[src/rtl/screen_scanout.sv]
// VGA scan-out for the Hack 512x256 1-bpp screen: fetches screen RAM words, serialises
// them LSB-first and generates 640x480 timing; all VGA outputs are registered together.
module screen_scanout #(
  parameter int AW       = 13,
  parameter int DW       = 16,
  parameter int H_ACTIVE = 640,
  parameter int H_FP     = 16,
  parameter int H_SYNC   = 96,
  parameter int H_BP     = 48,
  parameter int V_ACTIVE = 480,
  parameter int V_FP     = 10,
  parameter int V_SYNC   = 2,
  parameter int V_BP     = 33,
  parameter int X_OFF    = 64,
  parameter int Y_OFF    = 112
) (
  input  logic          clk,
  input  logic          rst_n,
  output logic [AW-1:0] ram_addr,
  input  logic [DW-1:0] ram_rdata,
  output logic          vga_hsync,
  output logic          vga_vsync,
  output logic          vga_de,
  output logic          vga_pixel,
  output logic          frame_start
);

  localparam int H_TOTAL  = H_ACTIVE + H_FP + H_SYNC + H_BP;
  localparam int V_TOTAL  = V_ACTIVE + V_FP + V_SYNC + V_BP;
  localparam int HS_START = H_ACTIVE + H_FP;
  localparam int HS_END   = HS_START + H_SYNC;
  localparam int VS_START = V_ACTIVE + V_FP;
  localparam int VS_END   = VS_START + V_SYNC;
  localparam int WIN_W    = 512;
  localparam int SB       = $clog2(DW);
  localparam int WB       = $clog2(WIN_W / DW);
  localparam int RB       = AW - WB;
  localparam int WIN_H    = 1 << RB;
  localparam int HB       = $clog2(H_TOTAL);
  localparam int VB       = $clog2(V_TOTAL);

  logic [HB-1:0] h_cnt;
  logic [VB-1:0] v_cnt;
  logic [AW-1:0] addr_q;
  logic          load_q;
  logic [DW-1:0] shreg;

  int            h_i;
  int            v_i;
  int            hw;
  int            vw;
  int            hf;
  logic          win_h;
  logic          win_v;
  logic          issue;
  logic [AW-1:0] fetch_addr;

  // hf runs two pixels ahead of the window column so a word is fetched and loaded
  // just in time for its first pixel.
  always_comb begin
    h_i        = int'(h_cnt);
    v_i        = int'(v_cnt);
    hw         = h_i - X_OFF;
    vw         = v_i - Y_OFF;
    hf         = hw + 2;
    win_h      = (hw >= 0) && (hw < WIN_W);
    win_v      = (vw >= 0) && (vw < WIN_H);
    issue      = win_v && (hf >= 0) && (hf < WIN_W) && (hf[SB-1:0] == '0);
    fetch_addr = {vw[RB-1:0], hf[SB+WB-1:SB]};
    ram_addr   = issue ? fetch_addr : addr_q;
  end

  always_ff @(posedge clk or negedge rst_n) begin
    if (!rst_n) begin
      h_cnt <= '0;
      v_cnt <= '0;
    end else if (h_i == H_TOTAL - 1) begin
      h_cnt <= '0;
      v_cnt <= (v_i == V_TOTAL - 1) ? '0 : v_cnt + VB'(1);
    end else begin
      h_cnt <= h_cnt + HB'(1);
    end
  end

  always_ff @(posedge clk or negedge rst_n) begin
    if (!rst_n) begin
      addr_q      <= '0;
      load_q      <= 1'b0;
      shreg       <= '0;
      vga_hsync   <= 1'b1;
      vga_vsync   <= 1'b1;
      vga_de      <= 1'b0;
      vga_pixel   <= 1'b0;
      frame_start <= 1'b0;
    end else begin
      addr_q      <= ram_addr;
      load_q      <= issue;
      // Bit 0 is the leftmost pixel; after word 31 the register drains to zero.
      shreg       <= load_q ? ram_rdata : {1'b0, shreg[DW-1:1]};
      vga_hsync   <= !((h_i >= HS_START) && (h_i < HS_END));
      vga_vsync   <= !((v_i >= VS_START) && (v_i < VS_END));
      vga_de      <= (h_i < H_ACTIVE) && (v_i < V_ACTIVE);
      vga_pixel   <= win_h && win_v && shreg[0];
      frame_start <= (h_i == 0) && (v_i == 0);
    end
  end

endmodule
[config.mk]
export PLATFORM = sky130hd
export DESIGN_NAME = screen_scanout
export DESIGN_NICKNAME = d
export VERILOG_FILES = /design/src/rtl/screen_scanout.sv
export SDC_FILE = /design/constraint.sdc
export NUM_CORES = 1
export LEC_CHECK = 0
export ABC_AREA = 0
export CAP_MARGIN = 10
export CORE_MARGIN = 2
export CORE_UTILIZATION = 50
export DETAILED_ROUTE_END_ITERATION = 10
export PLACE_DENSITY_LB_ADDON = 0.05
export SLEW_MARGIN = 20
export SYNTH_ARGS = -nofsm -noshare
export SYNTH_HDL_FRONTEND = slang
export SYNTH_SLANG_ARGS = --single-unit
[constraint.sdc]
create_clock -name clk -period 2.6 [get_ports clk]
set_input_delay 0.52 -clock clk [delete_from_list [all_inputs] [get_ports clk]]
set_output_delay 0.52 -clock clk [all_outputs]
set_load 0.1 [all_outputs]
==> results.md, run 1 <==
- Final WS setup: -386.6 ps
- Routed WL: 5349 um
- ANT cells: 0
- Startpoint Class: flop
- Unrepaired setup endpoints after global routing: true
- Met2 usage: 0.3171
- Pwr Total: 1.380 mW
- Port bufs: 35
- Layout cell share with drive strength beyond 1: 0.3423
- CP Capture Type: primary output
- Top Ports: 36
- Post-CTS Hold Fix Bufs: 0
- Synth Register Bits: 55
- Worst-path clk slew: 100 ps
- FMAX: 334.8 MHz
- Largest net degree at the start of global routing: 56
- Critical path class: reg -> out
- CTS H-tree depth: 2
- Busiest grt layer: met2
- Worst slew pin tran: 692.2 ps
- Dpl hpwl: 3861 um
- Power per Cell Area: 374.3 nW/um^2
- Yosys warning total: 0
- Pre-CTS WS: -36.79 ps
- Failing checks: setup timing
- Worst Path Required: 2080 ps
- DRC violations left: 0
- Reg2reg start: h_cnt[6]
- TritonCTS clock tree: built
- Full die area: 6205 um^2
- Max-cap violation count: 0
- Nets: 328
- Post-route clock period utilization: 1.149
- Yosys top cell by area: dfrtp_1
- Clock sinks: 55
- Final min period: 2987 ps
- Clk_skew: 9.562 ps
- Maximum VDD drop: 0.2672 mV
- Clk root buf: clkbuf_8
- Met3 Use GR: 0.03636
- Row count: 27
- Synth async-reset ratio: 1.000
- Synth Flop Type: dfrtp_1
- Syn avg cell area: 11.70 um^2
- CP startpoint: h_cnt[6]
- Initial drt markers: 53
- Critical Path AT: 2470 ps
- Most common cell in the synthesized netlist: dfrtp_1
- Via density: 5.154
- Max-Slew Margin vs Limit: 0.5386
- Post-synth top area share: 0.4745
- Detail Route Antenna Nets: 0
- Syn nets: 270
- Area growth syn-to-layout: 31.87%
- Die height: 78.77 um
- Largest cells by area after synthesis: dfrtp_1, mux2_2, ha_1
- Leak: 1.767 nW
- GRT overflow: 0
- RePlAce Congestion: 0.8467
- Sequential element share of the synthesized area: 0.4933
- Die extent in x: 78.77 um
- 1st-pass router iterations: 4
- Outcome: finished with violations
- Initial Util: 0.5139
- Distinct cells, synth: 44
- GRT Overall Usage: 0.1946
- Cells after Synth: 239
- Hold Path Class: in -> async
- Hold Fails Final Rpt: 0
- Clk buf depth: 2
- Cts bufs inserted: 5
- First-pass GRT wire length: 9266 um
- Setup-failing EPs final: 13
- Core area: 5439 um^2
- Max FO, Critical Path: 10
- Most instantiated cells after synthesis: dfrtp_1, mux2_2, nor2_1, nand2_1, ha_1
- Max-slew violation count: 0
- Post-synthesis instance area: 2795 um^2
- WL/cell: 14.46 um
- Grt met1 use: 0.2568
- Vias: 1,907
- Clk Latency, worst-skew pair: 320 ps
- Number of enable flip-flop cells after synthesis: 0
- Vias in the first global route: 1,984
- Initial antenna violation count: 0
- Fin util: 0.6777
-- area by class of cell --
cell class              instances  area [um^2]
repair buffers                 65        704.4
multi-input cells             159         1373
well taps                      72        90.09
clock inverters                 3        25.02
inverters                      11        46.29
clock buffers                   5        68.82
flip-flops and latches         55         1379
fillers                       418         1753
-- worst max-delay path, stage by stage (launching register included) --
cell and delay, ps:
dfrtp_1 430, buf_4 180, nor3_1 220, xor2_1 260, xnor2_1 210, nand4_4 150, buf_12 190, mux2_4 320
buf_12 170
-- final timing paths --
kind,cells after the start,slack [ps],endpoint
min in group clk,1,480,shreg[1]
worst min-delay path,2,330,h_cnt[7]
worst max register to register,7,500,addr_q[4]
worst max-delay path,8,-390,ram_addr[6]
max in group asynchronous,2,1820,h_cnt[9]
worst min register to register,1,480,shreg[1]
-- cell families after synthesis --
logic type | count (synthesis) | share of synthesized area
DFF | 55 | 0.4933
AOI/OAI and AO/OA | 17 | 0.04566
xor gates and xnor gates | 24 | 0.07520
buffers and inverters | 25 | 0.04386
and+or+nand+nor | 76 | 0.1553
muxes | 29 | 0.1285
adders and majority gates | 13 | 0.05819
-- registers in the layout, indices dropped and copies added, names as in the netlist --
register / count
frame_start: 1
h_cnt: 10
vga_vsync: 1
vga_de: 1
vga_pixel: 1
shreg: 16
load_q: 1
addr_q: 13
vga_hsync: 1
v_cnt: 10
-- power breakdown --
group,internal [mW],total (mW),switching (mW)
logic,0.0223,0.0411,0.0188
clock network,0.193,0.484,0.291
registers,0.855,0.855,0
-- stage by stage --
stage,std cells,cell area [um^2],hold slack [ps],setup TNS (ps)
floorplan,239,2864,224.4,-269.3
global placement,356,3516,459.2,0
detailed placement,356,3516,465.1,-378.4
CTS,366,3643,350.0,-4917
global route,370,3686,382.2,-6458
finish,370,3686,325.5,-4798
-- cells in the final DEF, fill, tap and decap left out, types with 2 or more instances in the layout --
cell type	instances
o21ai_0	8
ha_1	10
dfrtp_1	53
nor4b_1	2
mux2_2	18
nand3_1	8
xor2_1	12
nand4_1	7
inv_1	9
nor3b_1	2
buf_12	14
clkbuf_8	5
clkdlybuf4s50_1	16
ha_4	3
nor3_1	6
nand2b_1	2
o31ai_1	2
xnor2_1	11
nor4_2	2
clkinv_4	2
mux2_4	10
nor2b_1	2
dfstp_2	2
nor2_1	19
buf_4	33
and3_1	3
nand2_1	14
-- per-layer routing --
metal,vias to the layer above,share of wire
met2,32,0.50
met3,7,0.036
met1,936,0.44
li1,932,-
met4,0,0.015
met5,-,0
-- timing repair --
item	in CTS	in global routing
setup buffers	2	4
endpoints found under the setup margin	13	13
gates resized for setup	3	2
pin swaps	1	5
No activity file was read; power rests on OpenSTA's default activity.
==> inputs of run 2 (changes only) <==
--- a/config.mk
+++ b/config.mk
@@ -8,7 +8,7 @@
 export ABC_AREA = 0
 export CAP_MARGIN = 10
 export CORE_MARGIN = 2
-export CORE_UTILIZATION = 50
+export CORE_UTILIZATION = 55
 export DETAILED_ROUTE_END_ITERATION = 10
 export PLACE_DENSITY_LB_ADDON = 0.05
 export SLEW_MARGIN = 20
==> constraint.sdc (replaced) <==
create_clock -name clk -period 3.45 [get_ports clk]
set_input_delay 0.69 -clock clk [delete_from_list [all_inputs] [get_ports clk]]
set_output_delay 0.69 -clock clk [all_outputs]
set_load 0.1 [all_outputs]
==> run 2 against run 1 <==
The flow now finishes without violations. Sequential power down 25%. Register-to-register slack gained 780 ps. Worst setup slack better by 610 ps. Critical path type unchanged. Critical endpoint unchanged.
==> results.md, run 2 (synthesis gave the netlist of run 1 again) <==
- Outcome: finished, final reports clean
- Max FO, Critical Path: 10 (unchanged)
- Clk_skew: 12.64 ps (+3.079 ps)
- Post-CTS Hold Fix Bufs: 0 (unchanged)
- Critical path's most frequent cell: buf_12
- Fin Hold WS: 289.9 ps (-35.52 ps)
- TritonCTS clock tree: built
- Maximum VDD drop: 0.2525 mV (-5.5%)
- Clk Latency, worst-skew pair: 320 ps (about the same)
- Crit-path cells: inv_1 -> ha_1 -> nand3_1 -> or2_1 -> o2111ai_2 -> nand4_4 -> buf_12 -> mux2_4 -> buf_12
- Setup TNS: 0 ps (+4798 ps)
- Vias in the first global route: 1,764 (-11%)
- CTS H-tree depth: 2 (unchanged)
- Power per Cell Area: 301.3 nW/um^2 (-19%)
- Port bufs: 35 (unchanged)
- Final min period: 3223 ps
- Die height: 75.29 um (-4.4%)
- Vias: 1,811 (-5.0%)
- ANT cells: 0 (unchanged)
- Post-route clock period utilization: 0.9341
- Cts bufs inserted: 5 (unchanged)
- CP max-delay cell: dfrtp_1
- Startpoint Class: flop
- Clock sinks: 55 (unchanged)
- Row count: 25 (-7.4%)
- Commonest non-fill, non-tap cell in the layout: dfrtp_1
- Max-slew violation count: 0 (unchanged)
- 1st-pass router iterations: 4 (unchanged)
- Setup-failing EPs final: 0 (-13)
- Area growth syn-to-layout: 24.04%
- Critical Path Max Stage Delay: 390 ps (-40 ps)
- Filler cells: 358 (-14%)
- Initial Util: 0.5803 (+0.06634)
- Max reg flops: 16 (unchanged)
- Pwr Total: 1.045 mW (-24%)
- Routed WL: 4950 um (-7.5%)
- Layout cell share with drive strength beyond 1: 0.2635 (-0.07874)
- Core area: 4817 um^2 (-11%)
- First-pass GRT wire length: 8480 um (-8.5%)
- Worst Path Required: 2760 ps (+680 ps)
- Most frequent cells in the layout: dfrtp_1, mux2_2, nor2_1, clkdlybuf4s50_1
- Hold Path Class: in -> async
- Regs by FF count: shreg: 16 flops, addr_q: 13 flops
- Dpl hpwl: 3660 um (-5.2%)
- Nets: 307 (-6.4%)
- Hold Fails Final Rpt: 0 (unchanged)
- WL/cell: 14.39 um (-0.46%)
- CP Capture Type: primary output
- RePlAce Congestion: 0.9117 (+7.7%)
- Critical Path AT: 2530 ps (+60 ps)
- Unrepaired setup endpoints after global routing: false
- Detail Route Antenna Nets: 0 (unchanged)
- GRT overflow: 0 (unchanged)
- Initial drt markers: 104 (+96%)
- DRC violations left: 0 (unchanged)
- Largest register by flop count: shreg
- FMAX: 310.3 MHz
- Via density: 5.265 (+2.1%)
- Critical path class: reg -> out
- Initial antenna violation count: 0 (unchanged)
- Top Ports: 36 (unchanged)
- Clk root buf: clkbuf_8
- Clk buf depth: 2 (unchanged)
- Max-cap violation count: 0 (unchanged)
- Full die area: 5669 um^2 (-8.6%)
- Die extent in x: 75.29 um (-4.4%)
- Largest net degree at the start of global routing: 39 (-30%)
- GRT Overall Usage: 0.2007 (+0.006107)
- Max-Slew Margin vs Limit: 0.3559 (-0.1826)
- Worst-path clk slew: 100 ps (about the same)
- Leak: 1.645 nW (-6.9%)
- Worst slew pin tran: 963.1 ps (+270.9 ps)
==> run 2: cell types whose count changed in the layout (fill, tap and decap cells not counted), moves of 2 or more <==
cell,before,now
inv_1,9,11
ha_4,3,0
ha_1,10,12
clkdlybuf4s50_1,16,19
buf_4,33,10
==> run 2: report_power, final <==
part | total (mW) | internal, mW | switching (mW)
Sequential | 0.644 | 0.644 | 0
Clock | 0.369 | 0.151 | 0.219
Combinational | 0.0310 | 0.0168 | 0.0142
==> run 2: area by class of cell <==
class,count,area (um^2),share of cell area
clock buffers,5,68.82,0.01985
clock inverters,3,28.78,0.008300
inverters,11,41.29,0.01191
multi-input cells,159,1315,0.3793
flip-flops and latches,55,1379,0.3977
well taps,67,83.83,0.02418
repair buffers,44,550.5,0.1588
==> run 2: worst max-delay path, delay by kind of cell (launching register included) <==
family | cells | cell delay [ps]
buffers and inverters | 3 | 490
AO/OA/AOI/OAI | 1 | 260
AND/OR/NAND/NOR | 3 | 550
adder cells (fa/ha/maj) | 1 | 210
flip-flops | 1 | 390
multiplexers | 1 | 320
==> run 2: path summary, 6_finish.rpt <==
kind | from | endpoint | cells after the start | slack [ps]
hold reg to reg | shreg[3] | shreg[2] | 1 | 490
max in group asynchronous | rst_n | vga_vsync | 2 | 2340
setup / recovery | h_cnt[6] | ram_addr[6] | 9 | 230
setup reg to reg | h_cnt[1] | v_cnt[8] | 8 | 1280
hold / removal | rst_n | h_cnt[6] | 1 | 290
min in group clk | shreg[3] | shreg[2] | 1 | 490
==> run 2: through the flow <==
step | instance area, um^2 | worst slack (ps) | cells | utilization
final | 3467 | 227.4 | 344 | 0.7197
after global routing | 3467 | 43.00 | 344 | 0.7197
after CTS | 3458 | 176.3 | 344 | 0.7179
after detailed placement | 3333 | 353.7 | 334 | 0.6919
after global placement | 3333 | 379.6 | 334 | 0.6919
after floorplan | 2808 | 344.6 | 239 | -
==> run 2: routing by layer <==
layer  GRT usage  routed length [um]  part of all wire
met5           0                   0                 0
met4     0.06433                  68             0.014
met3     0.05952                 192             0.039
met2      0.2947                2354              0.48
met1      0.2887                2335              0.47
==> run 2: what timing repair did <==
item / in CTS / in global routing
pin swaps: 1 / 0
setup endpoints to repair: 12 / 12
setup buffers: 2 / 0
resized for setup: 0 / 2
